File: src/rtl/nn_pkg.sv
// Shared constants and state encoding for the trained-weight readout path.
package nn_pkg;

  localparam int unsigned W_WIDTH        = 8;
  localparam int unsigned NN_NUM_WEIGHTS = 10;
  localparam logic [7:0]  RO_HDR_BYTE    = 8'hA5;

  typedef enum logic [2:0] {
    StIdle = 3'd0,
    StSnap = 3'd1,
    StHdr  = 3'd2,
    StData = 3'd3,
    StCsum = 3'd4,
    StFin  = 3'd5
  } ro_state_e;

endpackage

File: src/rtl/sync_edge.sv
// Two-flop synchroniser for an asynchronous pin followed by a registered
// one-cycle pulse on each low-to-high transition.
module sync_edge (
  input  logic i_clk,
  input  logic i_rst_n,
  input  logic i_async,
  output logic o_pulse
);

  logic r_meta;
  logic r_sync;
  logic r_sync_q;
  logic r_pulse;

  always_ff @(posedge i_clk or negedge i_rst_n) begin
    if (!i_rst_n) begin
      r_meta   <= 1'b0;
      r_sync   <= 1'b0;
      r_sync_q <= 1'b0;
      r_pulse  <= 1'b0;
    end else begin
      r_meta   <= i_async;
      r_sync   <= r_meta;
      r_sync_q <= r_sync;
      r_pulse  <= r_sync & ~r_sync_q;
    end
  end

  assign o_pulse = r_pulse;

endmodule

File: src/rtl/weight_readout.sv
// Snapshots the trained weights and streams header, weight bytes and an XOR
// checksum to the host, one byte per host acknowledge.
module weight_readout
  import nn_pkg::*;
#(
  parameter int unsigned NUM_WEIGHTS = NN_NUM_WEIGHTS,
  parameter logic [7:0]  HDR_BYTE    = RO_HDR_BYTE
) (
  input  logic                           clk_i,
  input  logic                           rst_i,
  input  logic                           en_i,
  input  logic                           start_i,
  input  logic [NUM_WEIGHTS*W_WIDTH-1:0] weights_i,
  input  logic                           ack_i,
  input  logic                           abort_i,
  output logic [W_WIDTH-1:0]             data_o,
  output logic                           valid_o,
  output logic                           busy_o,
  output logic                           done_o
);

  localparam int unsigned   IdxW    = (NUM_WEIGHTS > 1) ? $clog2(NUM_WEIGHTS) : 1;
  localparam logic [IdxW-1:0] IdxLast = IdxW'(NUM_WEIGHTS - 1);

  ro_state_e                      r_state;
  ro_state_e                      w_state_d;
  logic [IdxW-1:0]                r_idx;
  logic [IdxW-1:0]                w_idx_d;
  logic [NUM_WEIGHTS*W_WIDTH-1:0] r_snap;
  logic [W_WIDTH-1:0]             r_csum;
  logic [W_WIDTH-1:0]             w_csum_snap;
  logic                           w_snap_load;
  logic                           r_start_q;
  logic                           w_start_rise;
  logic                           w_ack_evt;
  logic [W_WIDTH-1:0]             w_byte_d;
  logic [W_WIDTH-1:0]             r_data;
  logic [W_WIDTH-1:0]             w_data_d;
  logic                           r_valid;
  logic                           w_valid_d;
  logic                           r_busy;
  logic                           w_busy_d;
  logic                           r_done;
  logic                           w_done_d;

  sync_edge u_ack_sync (
    .i_clk   (clk_i),
    .i_rst_n (rst_i),
    .i_async (ack_i),
    .o_pulse (w_ack_evt)
  );

  // start_i is already in the clk_i domain; a single flop gives the edge.
  assign w_start_rise = start_i & ~r_start_q;

  always_comb begin
    w_csum_snap = '0;
    for (int k = 0; k < NUM_WEIGHTS; k++) begin
      w_csum_snap = w_csum_snap ^ weights_i[k*W_WIDTH +: W_WIDTH];
    end
  end

  always_comb begin
    w_state_d = r_state;
    w_idx_d   = r_idx;
    if (abort_i) begin
      w_state_d = StIdle;
      w_idx_d   = '0;
    end else if (en_i) begin
      unique case (r_state)
        StIdle: begin
          if (w_start_rise) w_state_d = StSnap;
        end
        StSnap: w_state_d = StHdr;
        StHdr: begin
          if (w_ack_evt) begin
            w_state_d = StData;
            w_idx_d   = '0;
          end
        end
        StData: begin
          if (w_ack_evt) begin
            if (r_idx == IdxLast) w_state_d = StCsum;
            else                  w_idx_d   = r_idx + 1'b1;
          end
        end
        StCsum: begin
          if (w_ack_evt) w_state_d = StFin;
        end
        StFin: begin
          w_state_d = StIdle;
          w_idx_d   = '0;
        end
        default: begin
          w_state_d = StIdle;
          w_idx_d   = '0;
        end
      endcase
    end
  end

  assign w_snap_load = !abort_i && en_i && (r_state == StSnap);

  always_comb begin
    w_byte_d = '0;
    for (int k = 0; k < NUM_WEIGHTS; k++) begin
      if (w_idx_d == IdxW'(k)) w_byte_d = r_snap[k*W_WIDTH +: W_WIDTH];
    end
  end

  // Outputs are decoded from the next state so they land in registers.
  always_comb begin
    w_data_d  = '0;
    w_valid_d = 1'b0;
    w_done_d  = 1'b0;
    w_busy_d  = (w_state_d != StIdle);
    unique case (w_state_d)
      StHdr: begin
        w_data_d  = HDR_BYTE;
        w_valid_d = 1'b1;
      end
      StData: begin
        w_data_d  = w_byte_d;
        w_valid_d = 1'b1;
      end
      StCsum: begin
        w_data_d  = r_csum;
        w_valid_d = 1'b1;
      end
      StFin:   w_done_d = 1'b1;
      default: ;
    endcase
  end

  always_ff @(posedge clk_i or negedge rst_i) begin
    if (!rst_i) begin
      r_state   <= StIdle;
      r_idx     <= '0;
      r_snap    <= '0;
      r_csum    <= '0;
      r_start_q <= 1'b0;
      r_data    <= '0;
      r_valid   <= 1'b0;
      r_busy    <= 1'b0;
      r_done    <= 1'b0;
    end else begin
      r_state   <= w_state_d;
      r_idx     <= w_idx_d;
      r_start_q <= start_i;
      r_data    <= w_data_d;
      r_valid   <= w_valid_d;
      r_busy    <= w_busy_d;
      r_done    <= w_done_d;
      if (w_snap_load) begin
        r_snap <= weights_i;
        r_csum <= w_csum_snap;
      end
    end
  end

  assign data_o  = r_data;
  assign valid_o = r_valid;
  assign busy_o  = r_busy;
  assign done_o  = r_done;

endmodule
File: config.mk
export PLATFORM = sky130hd
export DESIGN_NAME = weight_readout
export DESIGN_NICKNAME = d
export VERILOG_FILES = /design/src/rtl/nn_pkg.sv /design/src/rtl/sync_edge.sv /design/src/rtl/weight_readout.sv
export SDC_FILE = /design/constraint.sdc
export NUM_CORES = 1
export LEC_CHECK = 0
export ABC_AREA = 1
export ABC_CLOCK_PERIOD_IN_PS = 4600
export CAP_MARGIN = 20
export CORE_ASPECT_RATIO = 0.6
export CORE_MARGIN = 1
export CORE_UTILIZATION = 58
export CTS_CLUSTER_DIAMETER = 200
export CTS_CLUSTER_SIZE = 10
export DETAILED_ROUTE_END_ITERATION = 6
export PLACE_DENSITY_LB_ADDON = 0.25
export SYNTH_ARGS = -nofsm -noshare
export SYNTH_HDL_FRONTEND = slang
export SYNTH_HIERARCHICAL = 1
export SYNTH_SLANG_ARGS = --single-unit
File: constraint.sdc
create_clock -name clk_i -period 4.6 [get_ports clk_i]
set_input_delay 1.38 -clock clk_i [delete_from_list [all_inputs] [get_ports clk_i]]
set_output_delay 1.38 -clock clk_i [all_outputs]
set_load 0.02 [all_outputs]
* After elaboration in Yosys (flattened, before gate mapping)
Cells that the tools add are included.
** Storage, ports and cells
- Flip-flop bits (word level) :: 111
- Latch bits :: 0
- Bits in writable memories :: 0
- ROM bits :: 0
- Input bits :: 86
- Output and inout port bits :: 11
- Word-level logic and storage cells :: 80
- Memories kept :: 0
** Cells by class
- Add/sub/neg operators :: 1
- Multipliers :: 0
- Div/mod/pow operators :: 0
- Order comparisons :: 0
- Equality and inequality tests :: 18
- Shift-type cells :: 0
- Muxes and demuxes :: 27
- Bitwise operators :: 13
- Reductions and logical operators :: 8
** Operators by type and width (number)
- $mux 8 :: 10
- $xor 8x8->8 :: 9
- $pmux 8 s3 :: 1
- $mux 3 :: 7
- $mux 4 :: 5
- $eq 4x3->1 const B :: 4
- $pmux 3 s5 :: 1
- $eq 3x2->1 const B :: 4
- $eq 4x4->1 const B :: 3
- $pmux 4 s3 :: 1
- $eq 3x3->1 const B :: 3
- $eq 4x2->1 const B :: 2
- $reduce_or 3->1 :: 2
- $add 4x1->4 const B :: 1
- $eq 4x1->1 const B :: 1
- $logic_not 4->1 :: 1
- $eq 3x1->1 const B :: 1
- $logic_not 3->1 :: 1
- $reduce_bool 3->1 :: 1
- $and 1x1->1 :: 2
- $logic_and 1x1->1 :: 2
- $mux 1 :: 2
- $not 1->1 :: 2
- $logic_not 1->1 :: 1

* Depth between registers and ports, before layout
- Depth after elaboration :: 18
- Mapped depth :: 19

* By module
Netlist, hierarchy kept.
** Modules (own cells, without submodules)
- weight_readout :: instances 1, cells an instance 740, area each 5868.1 um2
- sync_edge :: instances 1, cells an instance 6, area each 110.1 um2

* Worst setup path before layout
Ideal clock, no wire load.
- Kind :: input-to-reg
- From :: input port en_i
- To :: register r_data[7], in the netlist data_o[7]
- Arrival :: 2.802 ns
- Required time :: 4.484 ns
- Path slack :: 1.682 ns
- Stages on the path :: 17
- Path through :: clkbuf_2 > inv_2 > nor2_2 > nand2_1 > nand2_2 > nand2_4 > nor2_8 > nor2_4 > nand2_4 > buf_12 > nand3_2 > o21ai_2 > nand4_1 > nand2_1 > nand3_1 > nand2_1 > nand2_1
** Between the ends
- Word-level cells in the longest chain between the ends :: 14
** RTL lines
- from (decl) :: RTL line weight_readout.sv:11 : input logic en_i,
- $mux 4 (*) :: RTL line weight_readout.sv:69 : end else if (en_i) begin
- $mux 4 (*) :: RTL line weight_readout.sv:66 : if (abort_i) begin
- via w_idx_d[0] :: RTL line weight_readout.sv:28 : logic [IdxW-1:0] w_idx_d;
- $logic_not 4->1 :: RTL line weight_readout.sv:107 : if (w_idx_d == IdxW'(k)) w_byte_d = r_snap[k*W_WIDTH +: W_WIDTH];
- $mux 8 (9 in a row) :: RTL line weight_readout.sv:107
- $mux 8 (*) :: RTL line weight_readout.sv:107
- $pmux 8 s3 (*) :: RTL line weight_readout.sv:117 : unique case (w_state_d)
- via w_data_d[7] :: RTL line weight_readout.sv:38 : logic [W_WIDTH-1:0] w_data_d;
- to (signal assigned) :: RTL line weight_readout.sv:150 : r_data <= w_data_d;
- to (decl) :: RTL line weight_readout.sv:37 : logic [W_WIDTH-1:0] r_data;
The timed path passes the listed nets; every way through them passes the cells marked *.
A chain may end at the register's enable or synchronous reset.

* Worst setup path in the final report
- From :: input port en_i
- To :: register r_data[4], in the netlist data_o[4]
Same word-level chain as after synthesis.

==> flow_summary.toml <==
[grt]
grt_start_max_net_pins = 100
grt_util_all_layers_pct = 32.1
met2_usage_pct = 45.3
antenna_found_initial = 0
grt.met1_usage_pct = 46.4
grt_pass1_wl_um = 25400
gr-max-usage-layer = "met1"
grt.overflow.total = 0
grt_use_met3_pct = 10.7
grt_pass1_vias = 4863

[setup_path]
path_common_cell = "nand2_1"
cpPeakStageDelay_ns = 0.65
crit_type = "in2reg"
crit_arrival_ns = 3.79
required_ns = 4.85
cp_cell_sequence = "clkdlybuf4s50_1 > inv_2 > nor2_2 > nand2_1 > nand2_2 > nand2_4 > nor2_8 > nor2_4 > nand2_4 > nand3_1 > o21ai_2 > nand4_1 > nand2_1 > nand3_1 > nand2_1 > nand2_1"
crit_path_max_fanout = 14
cp_slowest_cell = "clkdlybuf4s50_1"
worst_setup_path_start_kind = "input pin"
crit_path_end_kind = "register"

[timing]
finalSetupTns_ns = 0
post-route-period-util_pct = 77.1
tightest_slew_ns = 0.882
drv_slew = 0
whs_ns = 0.350
setup-violations-final = 0
slew_headroom_pct = 41.2
rsz0062_at_grt = "no"
skew_ns = 0.00623
fmax_mhz = 282
finalHoldViolCount = 0
fin_crit_ns = 3.55

[die]
fp.dieH_um = 80.6
fp.coreArea_sq_mm = 0.00995
start_util_pct = 60.1
rows = 28
num_io_pins = 97
dieArea_sq_mm = 0.0107
die-width_um = 133

[finish]
final_common_cell = "nand2_1"
drive_gt1_share_pct = 8.82
final_cell_mix = "nand2_1 (328), dfrtp_1 (111), clkdlybuf4s50_1 (95), xnor2_1 (48), inv_1 (47)"
finalInstanceArea_sq_mm = 0.00735
nets = 922
syn2layout_area_growth_pct = 22.9
num_antenna_cells = 0

[hold_path]
hold_path.class = "reg2reg"

[placed_design]
post-dp-hpwl_um = 11900
placed_cell_area_sq_mm = 0.00705
routabilityCongestion = 0.994
portBuffers = 96

[routing]
wl_um = 16000
num_vias = 5206
dr.pass1.iters = 5
drt_iter0_drc = 427
avgRoutedWirePerCell_um = 16.4
drc_errors = 0
routed_via_density = 5.34
ant_nets = 0

[synth]
syn_nets = 834
syn_area_per_cell_sq_um = 8.01
synth_area_sq_mm = 0.00598
ys_warn_count = 6
ys_ff_latch = 111
synth_cells = 746
yosysUniqueCellTypes = 38
synth_seq_area_share_pct = 46.5

[power_and_ir_drop]
ir_worst_vdd_uv = 215
p_leak_nw = 3.61
p_per_area_mw_per_mm2 = 389

[clock_tree]
cts_root_buffer = "clkbuf_16"
numCtsBuffers = 9
clk_latency_ns = 0.35
cts_tree = "built"
hold_buffers = 0
cts.sinks = 111
cts_resized = 0
cts_setup_buffers = 0
clk_pin_slew_ns = 0.07
max-clock-path-buffers = 2
htree_levels = 3

[outcome]
status = "completed"

[run]
drv_cap = 0
-- sequential cells by signal, indices dropped and copies added (netlist names) --
name and flops:
u_ack_sync/o_pulse 1, valid_o 1, done_o 1, data_o 8
r_snap 80, r_csum 8, r_state 3, u_ack_sync/r_sync_q 1
r_start_q 1, u_ack_sync/r_sync 1, r_idx 4, busy_o 1
u_ack_sync/r_meta 1
-- cell usage after synthesis, drive strengths merged --
master | instances | area [sq um]
nand3b | 1 | 7.51
o21bai | 4 | 30.0
ha | 2 | 25.0
clkinv | 1 | 5.00
nor3 | 8 | 71.3
inv | 54 | 203
xor2 | 16 | 140
o22ai | 1 | 6.26
dfrtp | 111 | 2780
o21ai | 41 | 235
nor2 | 24 | 165
nand2 | 342 | 1360
or2 | 1 | 6.26
and2 | 4 | 25.0
a21oi | 22 | 114
buf | 4 | 40.0
nand4 | 10 | 62.6
xnor2 | 48 | 420
nor3b | 1 | 7.51
nand3 | 32 | 205
clkbuf | 19 | 72.6
-- path summary, 6_finish.rpt --
| kind | startpoint | to | slack [ns] | depth (start not counted) |
|---|---|---|---|---|
| worst max-delay path | en_i | data_o[4] | 1.05 | 16 |
| worst min-delay path | u_ack_sync/r_meta | u_ack_sync/r_sync | 0.35 | 0 |
| worst max register to register | r_idx[1] | data_o[2] | 2.13 | 16 |
| worst min register to register | u_ack_sync/r_meta | u_ack_sync/r_sync | 0.35 | 0 |
| max in group asynchronous | rst_i | r_snap[41] | 2.59 | 2 |
| min in group asynchronous | rst_i | r_start_q | 1.12 | 1 |
-- cell families (layout without fill, tap and decap cells) --
kind of cell | count (synthesis) | count (layout) | synth area share [%]
and+or+nand+nor | 423 | 423 | 31.9
DFF | 111 | 111 | 46.5
buffers and inverters | 78 | 171 | 5.36
AOI/OAI and AO/OA | 68 | 68 | 6.45
xor gates and xnor gates | 64 | 64 | 9.38
adders and majority gates | 2 | 2 | 0.419
-- layer usage --
layer | routed length, um | vias up
met1 | 7580 | 2450
li1 | - | 2498
met3 | 1650 | 24
met2 | 6530 | 234
met4 | 256 | 0
met5 | 0 | -
-- critical path: cells and delay by family --
family	cells	cell delay, ns
compound gates	1	0.12
buf+inv	2	0.81
simple gates	13	1.49
-- layout make-up --
| class | count | area, sq um |
|---|---|---|
| fillers | 729 | 2600 |
| clock inverters | 6 | 66.3 |
| multi-input cells | 557 | 2890 |
| repair buffers | 100 | 1010 |
| inverters | 55 | 208 |
| well taps | 135 | 169 |
| clock buffers | 10 | 229 |
| flip-flops and latches | 111 | 2780 |
-- power by group --
group	internal, mW	switching [mW]	total [mW]	leakage, nW
logic	0.286	0.370	0.656	2.06
clock network	0.426	0.358	0.784	0.147
registers	1.23	0.192	1.42	1.40
total	1.94	0.919	2.86	3.61
-- per-stage QoR --
step / util, % / std cells / total power [mW] / worst slack (ns)
2_1_floorplan: - / 746 / 1.76 / 1.68
3_3_place_gp: 70.9 / 958 / 2.05 / 0.831
3_5_place_dp: 70.9 / 958 / 2.07 / 0.776
4_1_cts: 73.9 / 974 / 2.86 / 1.09
5_1_grt: 73.9 / 974 / 3.01 / 0.854
6_report: 73.9 / 974 / 2.86 / 1.05
Note: power is estimated with default switching activity, not from simulation.
==> variant (same settings) <==
Take the reset off `r_data` and load it in a clocked block of its own.
--- a/src/rtl/weight_readout.sv
+++ b/src/rtl/weight_readout.sv
@@ -141,3 +141,2 @@
       r_start_q <= 1'b0;
-      r_data    <= '0;
       r_valid   <= 1'b0;
@@ -149,3 +148,2 @@
       r_start_q <= start_i;
-      r_data    <= w_data_d;
       r_valid   <= w_valid_d;
@@ -160,2 +158,6 @@
 
+  always_ff @(posedge clk_i) begin
+    r_data <= w_data_d;
+  end
+
   assign data_o  = r_data;
Check against the original RTL: differs if rst_i is asserted again (counterexample within 4 cycles, from zero or initial values and one cycle with rst_i low); with rst_i held inactive, the same outputs for 10 cycles.
==> variant against the original RTL <==
Sequential cell count did not move; synthesized cell count did not move; routed wire length rose by 3.4%; setup slack got worse by 0.057 ns; die area fell by 0.66%; non-clock buffer count did not move; via count rose by 1.7%; total power rose by 2.2%; area after synthesis fell by 0.67%; design area fell by 0.41%; final cell count fell by 0.10%; highest routed layer unchanged.
==> variant: results (changes against the original RTL) <==
synthFlopType: "dfrtp_1"
dp_hpwl_um: 12230  # +2.7%
path_clk_slew_ns: 0.07  # about the same
p_leak_uw: 0.003570  # -1.2%
cp.arrival_ns: 3.84  # +0.05 ns
grt_max_degree: 100  # unchanged
powerDensity_mw_per_mm2: 399.6  # +2.6%
clock_skew_ns: 0.006539  # +0.0003122 ns
crit_slowest_cell: "clkdlybuf4s50_1"
async_reset_ff_share_pct: 92.79  # -7.2 points
hold_depth: 0  # unchanged
track_usage_pct: 33.02  # +0.94 points
synth-xor-area-share_pct: 9.440  # +0.063 points
max_slew_margin_pct: 32.67  # -8.5 points
synthTopCellsByCount: "nand2_1 (328), dfrtp_1 (103), xnor2_1 (48), inv_1 (47), o21ai_0 (32)"
grt_pass1_vias: 4939  # +1.6%
placed_area_sq_mm: 0.007002  # -0.74%
gp_congestion: 0.9867  # -0.73%
synth_compound_area_share_pct: 6.490  # +0.043 points
ys_seq_area_share_pct: 46.10  # -0.36 points
reg2reg_from: "r_idx[1]"
met3_usage_pct: 8.460  # -2.3 points
rr_endpoint: "data_o[2]"
synth_area_per_cell_sq_um: 7.960  # -0.67%
synth_area_leaders: "dfrtp_1 (43%), nand2_1 (21%), xnor2_1 (7.1%), inv_1 (3.0%), dfxtp_1 (2.7%)"
finalNetCount: 922  # unchanged
vias_per_cell: 5.439  # +1.8%
path_max_fanout: 14  # unchanged
clk_latency_ns: 0.35  # about the same
root_buffer: "clkbuf_16"
port-buffer-count: 96  # unchanged
setup_viol: 0  # unchanged
antenna_found_initial: 0  # unchanged
synth_nets: 834  # unchanged
largest_register_ffs: 80  # unchanged
grt_pass1_wl_um: 26040  # +2.6%
final_layout_size_suffix_gt1_share_pct: 8.831  # +0.011 points
hold_path.class: "flop to flop"
wl_per_cell_um: 17.01  # +3.5%
muxShareOfSynthArea_pct: 0  # unchanged
use_met2_pct: 48.68  # +3.4 points
fillers: 741  # +1.6%
hold_path_end: "u_ack_sync/r_sync"
synth_adder_area_share_pct: 0.4214  # +0.0028 points
r2r_slack_ns: 2.03  # -0.10 ns
first_pass_iters: 5  # unchanged
synth_cell_types: 39  # +2.6%
pre_cts_slack_ns: 0.7733  # -0.002240 ns
run_status: "finished, final reports clean"
worst_hold_slack_ns: 0.3516  # +0.001422 ns
finalNonFillerCells: 973  # -0.10%
ir_drop_uv: 223.9  # +3.9%
gr-usage-met1_pct: 48.67  # +2.3 points
cts_resized: 0  # unchanged
drt_iter0_markers: 550  # +29%
diodes: 0  # unchanged
variant: cell types whose count changed in the layout (fill, tap and decap cells not counted), sizes merged:
cell / delta
clkbuf: -1
clkinvlp: +1
dfrtp: -8
dfxtp: +8
clkinv: -2
bufinv: +1
variant: logic make-up (layout without fill, tap and decap cells):
family                     Yosys count  count (layout)
AOI/OAI and AO/OA                   68              68
xor gates and xnor gates            64              64
adders and majority gates            2               2
buffers and inverters               78             170
DFF                                111             111
and+or+nand+nor                    423             423
variant: worst max path at each step:
stage | endpoint | cells after the start | slack [ns]
after floorplan | data_o[7] | 17 | 1.69
final | data_o[2] | 16 | 1.0
after detailed placement | data_o[4] | 16 | 0.77
after global routing | data_o[4] | 16 | 0.85
after CTS | data_o[2] | 16 | 1.10
after global placement | data_o[4] | 16 | 0.84
variant: critical path, delay by kind of cell:
family                 cells  cell delay (ns)
AOI/OAI and AO/OA          1             0.13
buffers and inverters      2             0.82
and+or+nand+nor           13             1.50
variant: report_power, final:
| part | internal (uW) | switching, uW | total (uW) |
|---|---|---|---|
| combinational | 285 | 367 | 652 |
| clock | 479 | 364 | 844 |
| sequential | 1230 | 199 | 1430 |
variant: layout make-up:
class                   count  area share (%)
multi-input cells         557           39.44
well taps                 135           2.308
flip-flops and latches    111           37.40
inverters                  55           2.838
clock buffers               9           3.077
clock inverters             6           1.265
repair buffers            100           13.68
variant: routing by layer:
layer	vias to the layer above	share of wire, %
met2	248	43
met4	0	1.1
met3	23	10
met1	2527	46
li1	2494	-
met5	-	0
